`src/rtl/hdlc_pkg.sv`:
```
// Shared types and constants for the HDLC receive path.
package hdlc_pkg;

  // Per-bit classification produced by the line classifier.
  typedef enum logic [2:0] {
    NONE,
    DATA0,
    DATA1,
    FLAG,
    ABORT
  } hdlc_evt_e;

  // Framer FSM states.
  typedef enum logic {
    HUNT,
    OPEN
  } hdlc_rx_state_e;

  // Ones-run lengths that give a special meaning to the following bit.
  localparam logic [2:0] ONES_STUFF = 3'd5;
  localparam logic [2:0] ONES_FLAG  = 3'd6;
  localparam logic [2:0] ONES_ABORT = 3'd7;

endpackage

```
`src/rtl/hdlc_bit_classifier.sv`:
```
// Ones-run counter and per-bit event decode. The event is combinational
// from the current bit so the framer can register its outputs on the
// same edge that samples the bit.
module hdlc_bit_classifier
  import hdlc_pkg::*;
(
  input  logic      clk,
  input  logic      reset,
  input  logic      in,
  input  logic      in_valid,
  output hdlc_evt_e evt
);

  logic [2:0] c_q, c_d, c_inc;

  // Next run length and event for the bit currently on the line.
  always_comb begin
    c_inc = (c_q == ONES_ABORT) ? c_q : c_q + 3'd1;
    c_d   = c_q;
    evt   = NONE;
    if (in_valid) begin
      if (in) begin
        c_d = c_inc;
        if (c_inc <= ONES_STUFF) begin
          evt = DATA1;
        end else if ((c_inc == ONES_ABORT) && (c_q == ONES_FLAG)) begin
          // Only the 6->7 step aborts; longer runs stay saturated and silent.
          evt = ABORT;
        end
      end else begin
        c_d = '0;
        case (c_q)
          ONES_STUFF: evt = NONE;
          ONES_FLAG:  evt = FLAG;
          ONES_ABORT: evt = NONE;
          default:    evt = DATA0;
        endcase
      end
    end
  end

  // Run-length register.
  always_ff @(posedge clk or posedge reset) begin
    if (reset) c_q <= '0;
    else       c_q <= c_d;
  end

endmodule

```
`src/rtl/hdlc_rx_framer.sv`:
```
// HDLC receive framer: hunt/open FSM, LSB-first byte assembly, byte
// counting and frame status toward the downstream frame buffer.
module hdlc_rx_framer
  import hdlc_pkg::*;
#(
  parameter int MAX_BYTES = 64,
  parameter int LEN_W     = $clog2(MAX_BYTES + 1)
) (
  input  logic             clk,
  input  logic             reset,
  input  logic             in,
  input  logic             in_valid,
  output logic [7:0]       byte_data,
  output logic             byte_valid,
  output logic             frame_start,
  output logic             frame_end,
  output logic [LEN_W-1:0] frame_len,
  output logic             frame_err,
  output logic             frame_abort
);

  localparam logic [LEN_W-1:0] MAX_BYTES_L = LEN_W'(MAX_BYTES);

  hdlc_evt_e      evt;
  hdlc_rx_state_e state_q, state_d;
  // Last seven data bits; the eighth comes straight from the line.
  logic [6:0]       sr_q, sr_d;
  logic [2:0]       bitcnt_q, bitcnt_d;
  logic [LEN_W-1:0] bytecnt_q, bytecnt_d;
  logic             ovf_q, ovf_d;
  logic [7:0]       byte_data_q, byte_data_d;
  logic             byte_valid_q, byte_valid_d;
  logic             frame_start_q, frame_start_d;
  logic             frame_end_q, frame_end_d;
  logic [LEN_W-1:0] frame_len_q, frame_len_d;
  logic             frame_err_q, frame_err_d;
  logic             frame_abort_q, frame_abort_d;
  logic [7:0]       byte_next;

  hdlc_bit_classifier u_classifier (
    .clk      (clk),
    .reset    (reset),
    .in       (in),
    .in_valid (in_valid),
    .evt      (evt)
  );

  // FSM, shifter and counter next-state; pulses default low every cycle.
  always_comb begin
    state_d       = state_q;
    sr_d          = sr_q;
    bitcnt_d      = bitcnt_q;
    bytecnt_d     = bytecnt_q;
    ovf_d         = ovf_q;
    byte_data_d   = byte_data_q;
    byte_valid_d  = 1'b0;
    frame_start_d = 1'b0;
    frame_end_d   = 1'b0;
    frame_len_d   = frame_len_q;
    frame_err_d   = frame_err_q;
    frame_abort_d = 1'b0;
    byte_next     = {(evt == DATA1), sr_q};

    if (state_q == HUNT) begin
      if (evt == FLAG) begin
        state_d   = OPEN;
        bitcnt_d  = '0;
        bytecnt_d = '0;
        ovf_d     = 1'b0;
      end
    end else begin
      case (evt)
        DATA0, DATA1: begin
          sr_d     = byte_next[7:1];
          bitcnt_d = bitcnt_q + 3'd1;
          if (bitcnt_q == 3'd7) begin
            if (bytecnt_q < MAX_BYTES_L) begin
              byte_valid_d  = 1'b1;
              byte_data_d   = byte_next;
              frame_start_d = (bytecnt_q == '0);
              bytecnt_d     = bytecnt_q + 1'b1;
            end else begin
              ovf_d = 1'b1;
            end
          end
        end
        FLAG: begin
          // The closing flag's leading 0 and five 1s were shifted in as
          // data, so a byte-aligned frame ends with exactly 6 residual bits.
          if (bytecnt_q != '0) begin
            frame_end_d = 1'b1;
            frame_len_d = bytecnt_q;
            frame_err_d = (bitcnt_q != 3'd6) | ovf_q;
          end
          bitcnt_d  = '0;
          bytecnt_d = '0;
          ovf_d     = 1'b0;
        end
        ABORT: begin
          frame_abort_d = (bytecnt_q != '0) || (bitcnt_q != '0);
          bitcnt_d      = '0;
          bytecnt_d     = '0;
          ovf_d         = 1'b0;
          state_d       = HUNT;
        end
        default: ;
      endcase
    end
  end

  // State and output registers.
  always_ff @(posedge clk or posedge reset) begin
    if (reset) begin
      state_q       <= HUNT;
      sr_q          <= '0;
      bitcnt_q      <= '0;
      bytecnt_q     <= '0;
      ovf_q         <= 1'b0;
      byte_data_q   <= '0;
      byte_valid_q  <= 1'b0;
      frame_start_q <= 1'b0;
      frame_end_q   <= 1'b0;
      frame_len_q   <= '0;
      frame_err_q   <= 1'b0;
      frame_abort_q <= 1'b0;
    end else begin
      state_q       <= state_d;
      sr_q          <= sr_d;
      bitcnt_q      <= bitcnt_d;
      bytecnt_q     <= bytecnt_d;
      ovf_q         <= ovf_d;
      byte_data_q   <= byte_data_d;
      byte_valid_q  <= byte_valid_d;
      frame_start_q <= frame_start_d;
      frame_end_q   <= frame_end_d;
      frame_len_q   <= frame_len_d;
      frame_err_q   <= frame_err_d;
      frame_abort_q <= frame_abort_d;
    end
  end

  assign byte_data   = byte_data_q;
  assign byte_valid  = byte_valid_q;
  assign frame_start = frame_start_q;
  assign frame_end   = frame_end_q;
  assign frame_len   = frame_len_q;
  assign frame_err   = frame_err_q;
  assign frame_abort = frame_abort_q;

endmodule

```
`config.mk`:
```
export PLATFORM = sky130hd
export DESIGN_NAME = hdlc_rx_framer
export DESIGN_NICKNAME = d
export VERILOG_FILES = /design/src/rtl/hdlc_pkg.sv /design/src/rtl/hdlc_bit_classifier.sv /design/src/rtl/hdlc_rx_framer.sv
export SDC_FILE = /design/constraint.sdc
export NUM_CORES = 1
export LEC_CHECK = 0
export ABC_CLOCK_PERIOD_IN_PS = 4900
export BUFFER_PORTS_ARGS = -buffer_cell sky130_fd_sc_hd__buf_4
export CAP_MARGIN = 10
export CORE_MARGIN = 1.5
export CORE_UTILIZATION = 40
export DETAILED_ROUTE_END_ITERATION = 8
export GPL_TIMING_DRIVEN = 0
export SETUP_SLACK_MARGIN = 0.15
export SYNTH_ARGS = -nofsm -noshare
export SYNTH_HDL_FRONTEND = slang
export SYNTH_SLANG_ARGS = --single-unit
```
`constraint.sdc`:
```
create_clock -name clk -period 4.9 [get_ports clk]
set_clock_uncertainty 0.15 [all_clocks]
set_input_delay 0.735 -clock clk [delete_from_list [all_inputs] [get_ports clk]]
set_output_delay 0.735 -clock clk [all_outputs]
set_load 0.005 [all_outputs]
```
==> results.yml, run 1 <==
synth:
  synth_warnings: 0
  synth_nets: 191
  yosysTopAreaCell: "dfrtp_1"
  syn-cell-area_um2: 2050
  syn_avg_cell_area_um2: 11.6
  syn_inst: 177
  synth-main-ff-cell: "dfrtp_1"
  synthDistinctLibCells: 42
  synth_seq_area_share: 0.514
  yosys_register_bits: 42
  synth.area.top_cells: "dfrtp_1 (51%), ha_1 (6.1%), mux2_1 (6.1%)"
  synth_edf_count: 0
  async_reset_ff_frac: 1.00
  synth_top_cell_area_share: 0.514
power:
  p_switching_w: 0.000284
  combPwrFrac: 0.243
  power_switching_share: 0.283
  sequentialPowerShare: 0.482
  peakVddDrop_mv: 0.214
  power_density_nw_per_um2: 416
  clkPwrFrac: 0.274
  intPower_w: 0.000720
  leakagePower_nw: 1.17
cells_and_area:
  final_common_cell: "dfrtp_1"
  antenna_cells: 0
  final_cell_mix: "dfrtp_1 (42), buf_4 (26), nand2_1 (17)"
  fin_cells: 274
  nets: 221
  final_util: 0.501
  fin_area_um2: 2410
  synthToLayoutAreaGrowth_pct: 18.0
  layout-drive-gt1-share: 0.266
setup_path:
  worstPathMaxFanout: 7
  crit_type: "reg2reg"
  path_buf_inv: 1
  critPathRequiredTime_ns: 4.93
  crit_slowest_cell: "dfrtp_1"
  cp_cell_sequence: "inv_1 > ha_1 > or3b_4 > a2111oi_4 > nand2_2 > o21ai_4 > a211oi_2 > a31o_1"
  cp-start-kind: "flop"
  arrival_ns: 2.67
  crit_path_max_incr_delay_ns: 0.47
  cp_top_family: "compound AO/OA/AOI/OAI gates"
  critPathCaptureType: "flop"
floorplanning:
  core-area_um2: 4820
  row_count: 25
  die_w_um: 74.5
  initial_core_util: 0.425
  dieArea_um2: 5550
  die_h_um: 74.5
  io_pins: 24
clock_network:
  ctsHtreeMaxLevel: 2
  cts_resized: 0
  cts_buffers: 5
  hold_buffers: 0
  clock-sinks: 42
  clk-insertion-delay-late_ns: 0.29
  cts.reportedPaths.clkPinSlew_ns: 0.08
  clock_path_buffers: 2
  cts_tree: "done"
  cts_setup_buffers: 0
  cts-root-buf: "clkbuf_8"
run:
  maxCapViolCount: 0
drt:
  dr_total_vias: 1384
  dr.pass1.iters: 4
  routed_wl_mm: 3.66
  drcViolationCount: 0
  drt_iter0_drc: 85
  wl_per_cell_um: 13.4
  ant_nets: 0
  viasPerCell: 5.05
grt:
  grt_pass1_vias: 1344
  grt_max_degree: 43
  grt_overflow_total: 0
  grt_first_pass_wirelength_mm: 6.27
  track_usage: 0.151
  antenna_found_initial: 0
worst_hold_path:
  hp-class: "reg2reg"
sta:
  hold_viol_final: 0
  period_needed_ns: 2.64
  slew-limit-headroom: 0.433
  setup_viol: 0
  final_max_slew_viol_count: 0
  worstMarginPinSlew_ns: 0.849
  fmax_mhz: 379
  grt_setup_unrepaired: "false"
  whs_ns: 0.329
  fin_crit_sh: 0.539
  fin_tns_setup_ns: 0
placed_design:
  gp_congestion: 0.822
  hpwl_mm: 2.69
  dp.cells: 267
  port_buffers: 23
  dpl_cell_area_um2: 2300
status:
  status: "complete, no violations"
## per-stage QoR
| stage | total power, W | setup slack [ns] |
|---|---|---|
| after floorplan | 0.000642 | 2.56 |
| after global placement | 0.000722 | 2.35 |
| after detailed placement | 0.000740 | 2.27 |
| after CTS | 0.00102 | 2.25 |
| after global routing | 0.00107 | 2.12 |
| final | 0.00100 | 2.26 |
## cell families after synthesis
logic type | synth area share
fa+ha+maj | 0.0612
simple gates | 0.120
compound gates | 0.143
flops | 0.514
xor+xnor | 0.0171
buf+inv | 0.0514
mux | 0.0936
## sequential cells by signal, summed over array words and instances, names as in the netlist, 3 cells and up
signal / flops
bytecnt_q: 7
frame_len: 7
bitcnt_q: 3
u_classifier.c_q: 3
sr_q: 7
byte_data: 8
## layer usage
layer  wire, um  vias to the layer above  GRT usage
li1           -                      669          -
met1       1640                      681      0.190
met2       1810                       27      0.246
met3        137                        7     0.0407
met4         73                        0     0.0667
met5          0                        -          0
## worst paths after layout
check / slack, ns / cells past startpoint / to / start
worst max register to register: 2.26 / 8 / bytecnt_q[2] / u_classifier.c_q[0]
min in group asynchronous: 0.47 / 2 / frame_start / reset
worst min register to register: 0.33 / 2 / frame_len[3] / frame_len[3]
max in group asynchronous: 3.59 / 2 / bytecnt_q[0] / reset
worst max-delay path: 2.26 / 8 / bytecnt_q[2] / u_classifier.c_q[0]
worst min-delay path: 0.33 / 2 / frame_len[3] / frame_len[3]
## worst reg2reg max path: stages (launching register included)
cell and delay [ns]:
dfrtp_1 0.47, inv_1 0.12, ha_1 0.34, or3b_4 0.40, a2111oi_4 0.46, nand2_2 0.19, o21ai_4 0.15, a211oi_2 0.08
a31o_1 0.18
## layout make-up
| class | instances | area (um2) |
|---|---|---|
| plain buffers | 8 | 52.6 |
| inverters | 14 | 52.6 |
| clock buffers | 6 | 82.6 |
| repair buffers | 23 | 173 |
| fillers | 442 | 2400 |
| flip-flops and latches | 42 | 1050 |
| multi-input cells | 113 | 890 |
| clock inverters | 1 | 30.0 |
| well taps | 67 | 83.8 |
## power by group through the flow
stage	registers (W)	logic, W	clock network (W)
final	0.000484	0.000244	0.000275
after global routing	0.000497	0.000276	0.000299
after CTS	0.000485	0.000249	0.000285
after detailed placement	0.000492	0.000248	0
after global placement	0.000484	0.000238	0
after floorplan	0.000479	0.000162	0
## cells in the mapped netlist (all sizes together), types with 2 or more instances
cell and count:
ha 10, a211oi 2, nor2 13, mux2 17, a32o 3, nand2 18, a21oi 8, buf 7
inv 14, o21ai 6, a2111oi 3, xnor2 3, a22o 3, o211ai 2, dfrtp 42, o22ai 3
nand3 4, nand2b 3, nand3b 3
Power figures use the tool's default switching activity.
==> inputs of run 2 (changes only) <==
--- a/config.mk
+++ b/config.mk
@@ -5,7 +5,8 @@
 export SDC_FILE = /design/constraint.sdc
 export NUM_CORES = 1
 export LEC_CHECK = 0
-export ABC_CLOCK_PERIOD_IN_PS = 4900
+export ABC_AREA = 1
+export ABC_CLOCK_PERIOD_IN_PS = 2560
 export BUFFER_PORTS_ARGS = -buffer_cell sky130_fd_sc_hd__buf_4
 export CAP_MARGIN = 10
 export CORE_MARGIN = 1.5
==> constraint.sdc (replaced) <==
create_clock -name clk -period 2.56 [get_ports clk]
set_clock_uncertainty 0.15 [all_clocks]
set_input_delay 0.384 -clock clk [delete_from_list [all_inputs] [get_ports clk]]
set_output_delay 0.384 -clock clk [all_outputs]
set_load 0.005 [all_outputs]
==> results.yml, run 2 <==
sta:
  slew-limit-headroom: 0.726
  fmax_mhz: 466
  period_needed_ns: 2.15
  fin_tns_setup_ns: 0
  grt_setup_unrepaired: "false"
  hold_viol_final: 0
  final_max_slew_viol_count: 0
  fin_crit_sh: 0.839
  worstMarginPinSlew_ns: 0.410
  setup_viol: 0
clock_network:
  clock-sinks: 42
  cts_buffers: 5
  cts_tree: "done"
  cts.reportedPaths.clkPinSlew_ns: 0.08
  clk-insertion-delay-late_ns: 0.29
  ctsHtreeMaxLevel: 2
  clock_path_buffers: 2
  cts-root-buf: "clkbuf_8"
synth:
  synth.area.top_cells: "dfrtp_1 (50%), nand2_1 (16%), ha_1 (5.9%)"
  yosys_register_bits: 42
  yosysTopAreaCell: "dfrtp_1"
  synth_nets: 272
  synth_warnings: 0
  synth_seq_area_share: 0.496
  syn_avg_cell_area_um2: 8.21
  synth_top_cell_area_share: 0.496
  yosysMostFrequentCell: "nand2_1"
  synthTopCellsByCount: "nand2_1 (88), dfrtp_1 (42), inv_1 (24)"
  synthDistinctLibCells: 29
  synth-main-ff-cell: "dfrtp_1"
  synth_edf_count: 0
  syn-cell-area_um2: 2120
  syn_inst: 258
  async_reset_ff_frac: 1.00
floorplanning:
  io_pins: 24
  core-area_um2: 5110
  initial_core_util: 0.415
  die_w_um: 75.8
  dieArea_um2: 5740
  die_h_um: 75.8
  row_count: 26
drt:
  routed_wl_mm: 4.09
  drt_iter0_drc: 81
  dr_total_vias: 1681
  dr.pass1.iters: 5
  viasPerCell: 4.63
  wl_per_cell_um: 11.3
  ant_nets: 0
  drcViolationCount: 0
power:
  peakVddDrop_mv: 0.244
  total_power_w: 0.00155
  leakagePower_nw: 1.31
  power_density_nw_per_um2: 610
cells_and_area:
  fillers: 524
  nets: 306
  synthToLayoutAreaGrowth_pct: 19.6
  largest_register_ffs: 8
  final_util: 0.496
  antenna_cells: 0
  fin_area_um2: 2530
  fin_cells: 363
  final_cell_mix: "nand2_1 (88), dfrtp_1 (42), buf_4 (25)"
  layout-drive-gt1-share: 0.188
  final_common_cell: "nand2_1"
status:
  status: "complete, no violations"
setup_path:
  crit_slowest_cell: "dfrtp_1"
  arrival_ns: 2.19
  cp-start-kind: "flop"
  critPathRequiredTime_ns: 2.60
  crit_end: "byte_data[3]"
  crit_path_max_incr_delay_ns: 0.40
  cp_top_family: "simple AND/OR/NAND/NOR gates"
  cp.depth: 15
  r2r_start: "u_classifier.c_q[0]"
  critPathCaptureType: "flop"
  worstPathMaxFanout: 10
  startpoint: "u_classifier.c_q[0]"
  cp_cell_sequence: "inv_1 > ha_1 > inv_1 > nand2_1 > nand2_1 > nand2_1 > nand2_1 > nand2_1 > nand2_2 > nand2_2 > inv_4 > nand2_4 > buf_6 > nand2_1 > o21ai_2"
  cp_common_cell: "nand2_1"
  path_buf_inv: 4
  r2r_slack_ns: 0.41
  reg2regPathDepth: 15
  crit_type: "reg2reg"
  worstReg2RegEnd: "byte_data[3]"
grt:
  antenna_found_initial: 0
  grt_first_pass_wirelength_mm: 7.00
  track_usage: 0.161
  grt_pass1_vias: 1525
  grt_max_degree: 39
  grt_overflow_total: 0
placed_design:
  gp_congestion: 0.849
  hpwl_mm: 2.95
  port_buffers: 23
  dp.cells: 352
  dpl_cell_area_um2: 2400
worst_hold_path:
  hp-class: "in2reg"
run:
  maxCapViolCount: 0
run 2: changes by cell type in the layout (fill, tap and decap cells not counted), sizes merged, moves of 6 or more:
cell	before	now
a21oi	8	2
inv	14	29
mux2	17	0
nand2	18	92
nand3	4	18
nor2	13	19
nor3	1	9
o21ai	6	22
run 2: worst reg2reg max path, cell delays in order, from the launching register on:
cell	delay, ns
dfrtp_1	0.40
inv_1	0.11
ha_1	0.32
inv_1	0.06
nand2_1	0.04
nand2_1	0.11
nand2_1	0.07
nand2_1	0.08
nand2_1	0.08
nand2_2	0.11
nand2_2	0.08
inv_4	0.11
nand2_4	0.07
buf_6	0.15
nand2_1	0.07
o21ai_2	0.05
run 2: cell families after synthesis:
| logic type | synth area share |
|---|---|
| AO/OA/AOI/OAI | 0.0697 |
| flip-flops | 0.496 |
| AND/OR/NAND/NOR | 0.292 |
| adder cells (fa/ha/maj) | 0.0591 |
| buffers and inverters | 0.0662 |
| XOR/XNOR | 0.0166 |
run 2: per-layer routing:
metal,GRT usage,up-vias,wire (um)
li1,-,882,-
met3,0.0397,4,142
met4,0.0476,0,46
met2,0.234,34,1790
met1,0.235,761,2100
met5,0,-,0
run 2: report_power, final:
| part | internal (W) | switching [W] | leakage (nW) | total [W] |
|---|---|---|---|---|
| clock | 0.000291 | 0.000227 | 0.0514 | 0.000518 |
| combinational | 0.0000900 | 0.000165 | 0.688 | 0.000255 |
| sequential | 0.000726 | 0.0000468 | 0.573 | 0.000773 |
| total | 0.00111 | 0.000439 | 1.31 | 0.00155 |
run 2: worst min-delay path by stage:
| stage | slack, ns | start | depth (start not counted) | to |
|---|---|---|---|---|
| final | 0.18 | in_valid | 2 | u_classifier.c_q[0] |
| after global routing | 0.17 | in_valid | 2 | u_classifier.c_q[0] |
| after CTS | 0.17 | in_valid | 2 | u_classifier.c_q[0] |
| after detailed placement | 0.13 | reset | 2 | frame_err |
| after global placement | 0.31 | sr_q[0] | 2 | byte_data[0] |
| after floorplan | 0.29 | sr_q[0] | 2 | byte_data[0] |
run 2: through the flow:
step                      worst slack, ns  hold WS [ns]
after global routing                0.184         0.166
after global placement              0.380         0.309
final                               0.412         0.179
after CTS                           0.364         0.171
after detailed placement            0.383         0.127
after floorplan                     0.593         0.292
run 2: area by class of cell:
type | instances | area (um2) | share of cell area
Sequential cell | 42 | 1050 | 0.415
Buffer | 4 | 25.0 | 0.00988
Timing Repair Buffer | 27 | 218 | 0.0860
Inverter | 30 | 115 | 0.0455
Multi-Input combinational cell | 182 | 926 | 0.366
Clock inverter | 2 | 37.5 | 0.0148
Clock buffer | 6 | 72.6 | 0.0287
Tap cell | 70 | 87.6 | 0.0346
run 2: what timing repair did:
item                       CTS  global route
setup endpoints to repair    0             7
hold endpoints to repair     4             0
resized for setup            0             1
buffers inserted             0             2
hold buffers                 1             0
==> inputs of run 3 (changes only) <==
--- a/config.mk
+++ b/config.mk
@@ -6,7 +6,7 @@
 export NUM_CORES = 1
 export LEC_CHECK = 0
 export ABC_AREA = 1
-export ABC_CLOCK_PERIOD_IN_PS = 2560
+export ABC_CLOCK_PERIOD_IN_PS = 1850
 export BUFFER_PORTS_ARGS = -buffer_cell sky130_fd_sc_hd__buf_4
 export CAP_MARGIN = 10
 export CORE_MARGIN = 1.5
==> constraint.sdc (replaced) <==
create_clock -name clk -period 1.85 [get_ports clk]
set_clock_uncertainty 0.15 [all_clocks]
set_input_delay 0.2775 -clock clk [delete_from_list [all_inputs] [get_ports clk]]
set_output_delay 0.2775 -clock clk [all_outputs]
set_load 0.005 [all_outputs]
==> results.yml, run 3 (synthesized netlist as in run 2, its figures left out) <==
status:
  status: "finished with violations"
  violations: "setup timing"
grt:
  grt_pass1_vias: 1624
  antenna_found_initial: 0
  grt_first_pass_wirelength_mm: 7.22
  track_usage: 0.168
  grt_overflow_total: 0
  grt_max_degree: 43
power:
  peakVddDrop_mv: 0.421
  power_density_nw_per_um2: 845
  leakagePower_nw: 1.45
setup_path:
  worstPathMaxFanout: 5
  r2r_slack_ns: -0.20
  cp-start-kind: "flop"
  cp_common_cell: "nand2_2"
  cp_top_family: "simple AND/OR/NAND/NOR gates"
  reg2regPathDepth: 15
  critPathCaptureType: "flop"
  worstReg2RegEnd: "byte_data[7]"
  crit_end: "byte_data[7]"
  path_buf_inv: 4
  crit_path_max_incr_delay_ns: 0.43
  cp.depth: 15
  r2r_start: "u_classifier.c_q[1]"
  startpoint: "u_classifier.c_q[1]"
  critPathRequiredTime_ns: 1.89
  arrival_ns: 2.09
  crit_type: "reg2reg"
  crit_slowest_cell: "dfrtp_1"
  cp_cell_sequence: "clkinv_2 > ha_4 > inv_2 > nand2_2 > nand2_2 > nand2_2 > nand2_2 > nand2_2 > nand2_4 > nand2_4 > inv_4 > nand2_8 > buf_8 > nand2_2 > nand2_1"
floorplanning:
  row_count: 26
  io_pins: 24
  die_h_um: 75.8
  initial_core_util: 0.415
  die_w_um: 75.8
  core-area_um2: 5110
  dieArea_um2: 5740
sta:
  worstMarginPinSlew_ns: 0.867
  fin_crit_sh: 1.11
  fmax_mhz: 487
  period_needed_ns: 2.05
  final_max_slew_viol_count: 0
  grt_setup_unrepaired: "true"
  slew-limit-headroom: 0.421
  setup_viol: 28
  setup_ws_ns: -0.205
  hold_viol_final: 0
clock_network:
  clock_path_buffers: 2
  ctsHtreeMaxLevel: 2
  cts-root-buf: "clkbuf_8"
  hold_buffers: 0
  cts.reportedPaths.clkPinSlew_ns: 0.09
  clk-insertion-delay-late_ns: 0.30
  cts_tree: "done"
  cts_buffers: 5
  clock-sinks: 42
cells_and_area:
  fillers: 453
  fin_area_um2: 2960
  final_common_cell: "nand2_1"
  multiInputGateArea_um2: 1160
  antenna_cells: 0
  layout-drive-gt1-share: 0.385
  regArea_um2: 1050
  largest_register_ffs: 8
  nets: 322
  synthToLayoutAreaGrowth_pct: 39.8
  final_cell_mix: "nand2_1 (66), dfrtp_1 (40), buf_4 (37)"
placed_design:
  hpwl_mm: 2.85
  preCtsSetupSlack_ns: -0.249
  port_buffers: 23
  dpl_cell_area_um2: 2410
  gp_congestion: 0.870
drt:
  wl_per_cell_um: 11.8
  dr_total_vias: 1765
  drt_iter0_drc: 70
  drcViolationCount: 0
  ant_nets: 0
  routed_wl_mm: 4.48
  dr.pass1.iters: 4
  viasPerCell: 4.66
worst_hold_path:
  hp-class: "in2async"
run:
  maxCapViolCount: 0
[run 3: cell count changes in the layout (fill, tap and decap cells not counted), sizes merged]
cell	previous run	this run
dlygate4sd3	1	0
clkbuf	7	6
clkinv	1	2
bufinv	1	2
nor2	19	20
buf	29	46
clkinvlp	1	0
inv	29	28
[run 3: report_power, final]
part           leakage, nW  switching (W)  internal [W]  total, W
Clock               0.0714       0.000324      0.000576  0.000900
Combinational        0.807       0.000312      0.000210  0.000522
Sequential           0.570      0.0000733       0.00101   0.00108
Total                 1.45       0.000709       0.00179   0.00250
[run 3: final cells by class]
class,instances,share of cell area
multi-input combinational,183,0.393
sequential,42,0.356
timing repair buffer,42,0.120
inverter,30,0.0402
tap,70,0.0296
clock buffer,6,0.0279
clock inverter,2,0.0203
buffer,4,0.0131
[run 3: what timing repair did]
item                                    4_1_cts  5_1_grt
setup buffers                                15        3
cloned                                        1        1
endpoints found under the setup margin       37       39
pin swaps                                    13       15
gates resized for setup                       9       62
[run 3: routing by layer]
layer	vias to the layer above	share of wire	GRT usage
met3	8	0.029	0.0437
met5	-	0	0
li1	918	-	-
met1	808	0.47	0.213
met4	0	0.019	0.0774
met2	31	0.48	0.268
[run 3: worst min-delay path by stage]
stage	start	end	slack, ns	cells past startpoint
after floorplan	in_valid	u_classifier.c_q[0]	0.23	1
after CTS	reset	frame_len[3]	0.05	2
final	reset	frame_len[1]	0.004	2
after global routing	in_valid	u_classifier.c_q[0]	0.05	2
after detailed placement	byte_data[2]	byte_data[2]	0.31	2
after global placement	byte_data[6]	byte_data[6]	0.31	2
[run 3: metrics by stage]
step | util | instances | hold WS (ns) | TNS (ns) | power, W
after floorplan | - | 258 | 0.226 | -0.154 | 0.00135
after global placement | 0.472 | 351 | 0.307 | -10.67 | 0.00143
after detailed placement | 0.472 | 351 | 0.311 | -4.60 | 0.00144
after CTS | 0.532 | 375 | 0.0492 | -2.79 | 0.00239
after global routing | 0.579 | 379 | 0.0536 | -7.47 | 0.00262
final | 0.579 | 379 | 0.00364 | -3.95 | 0.00250
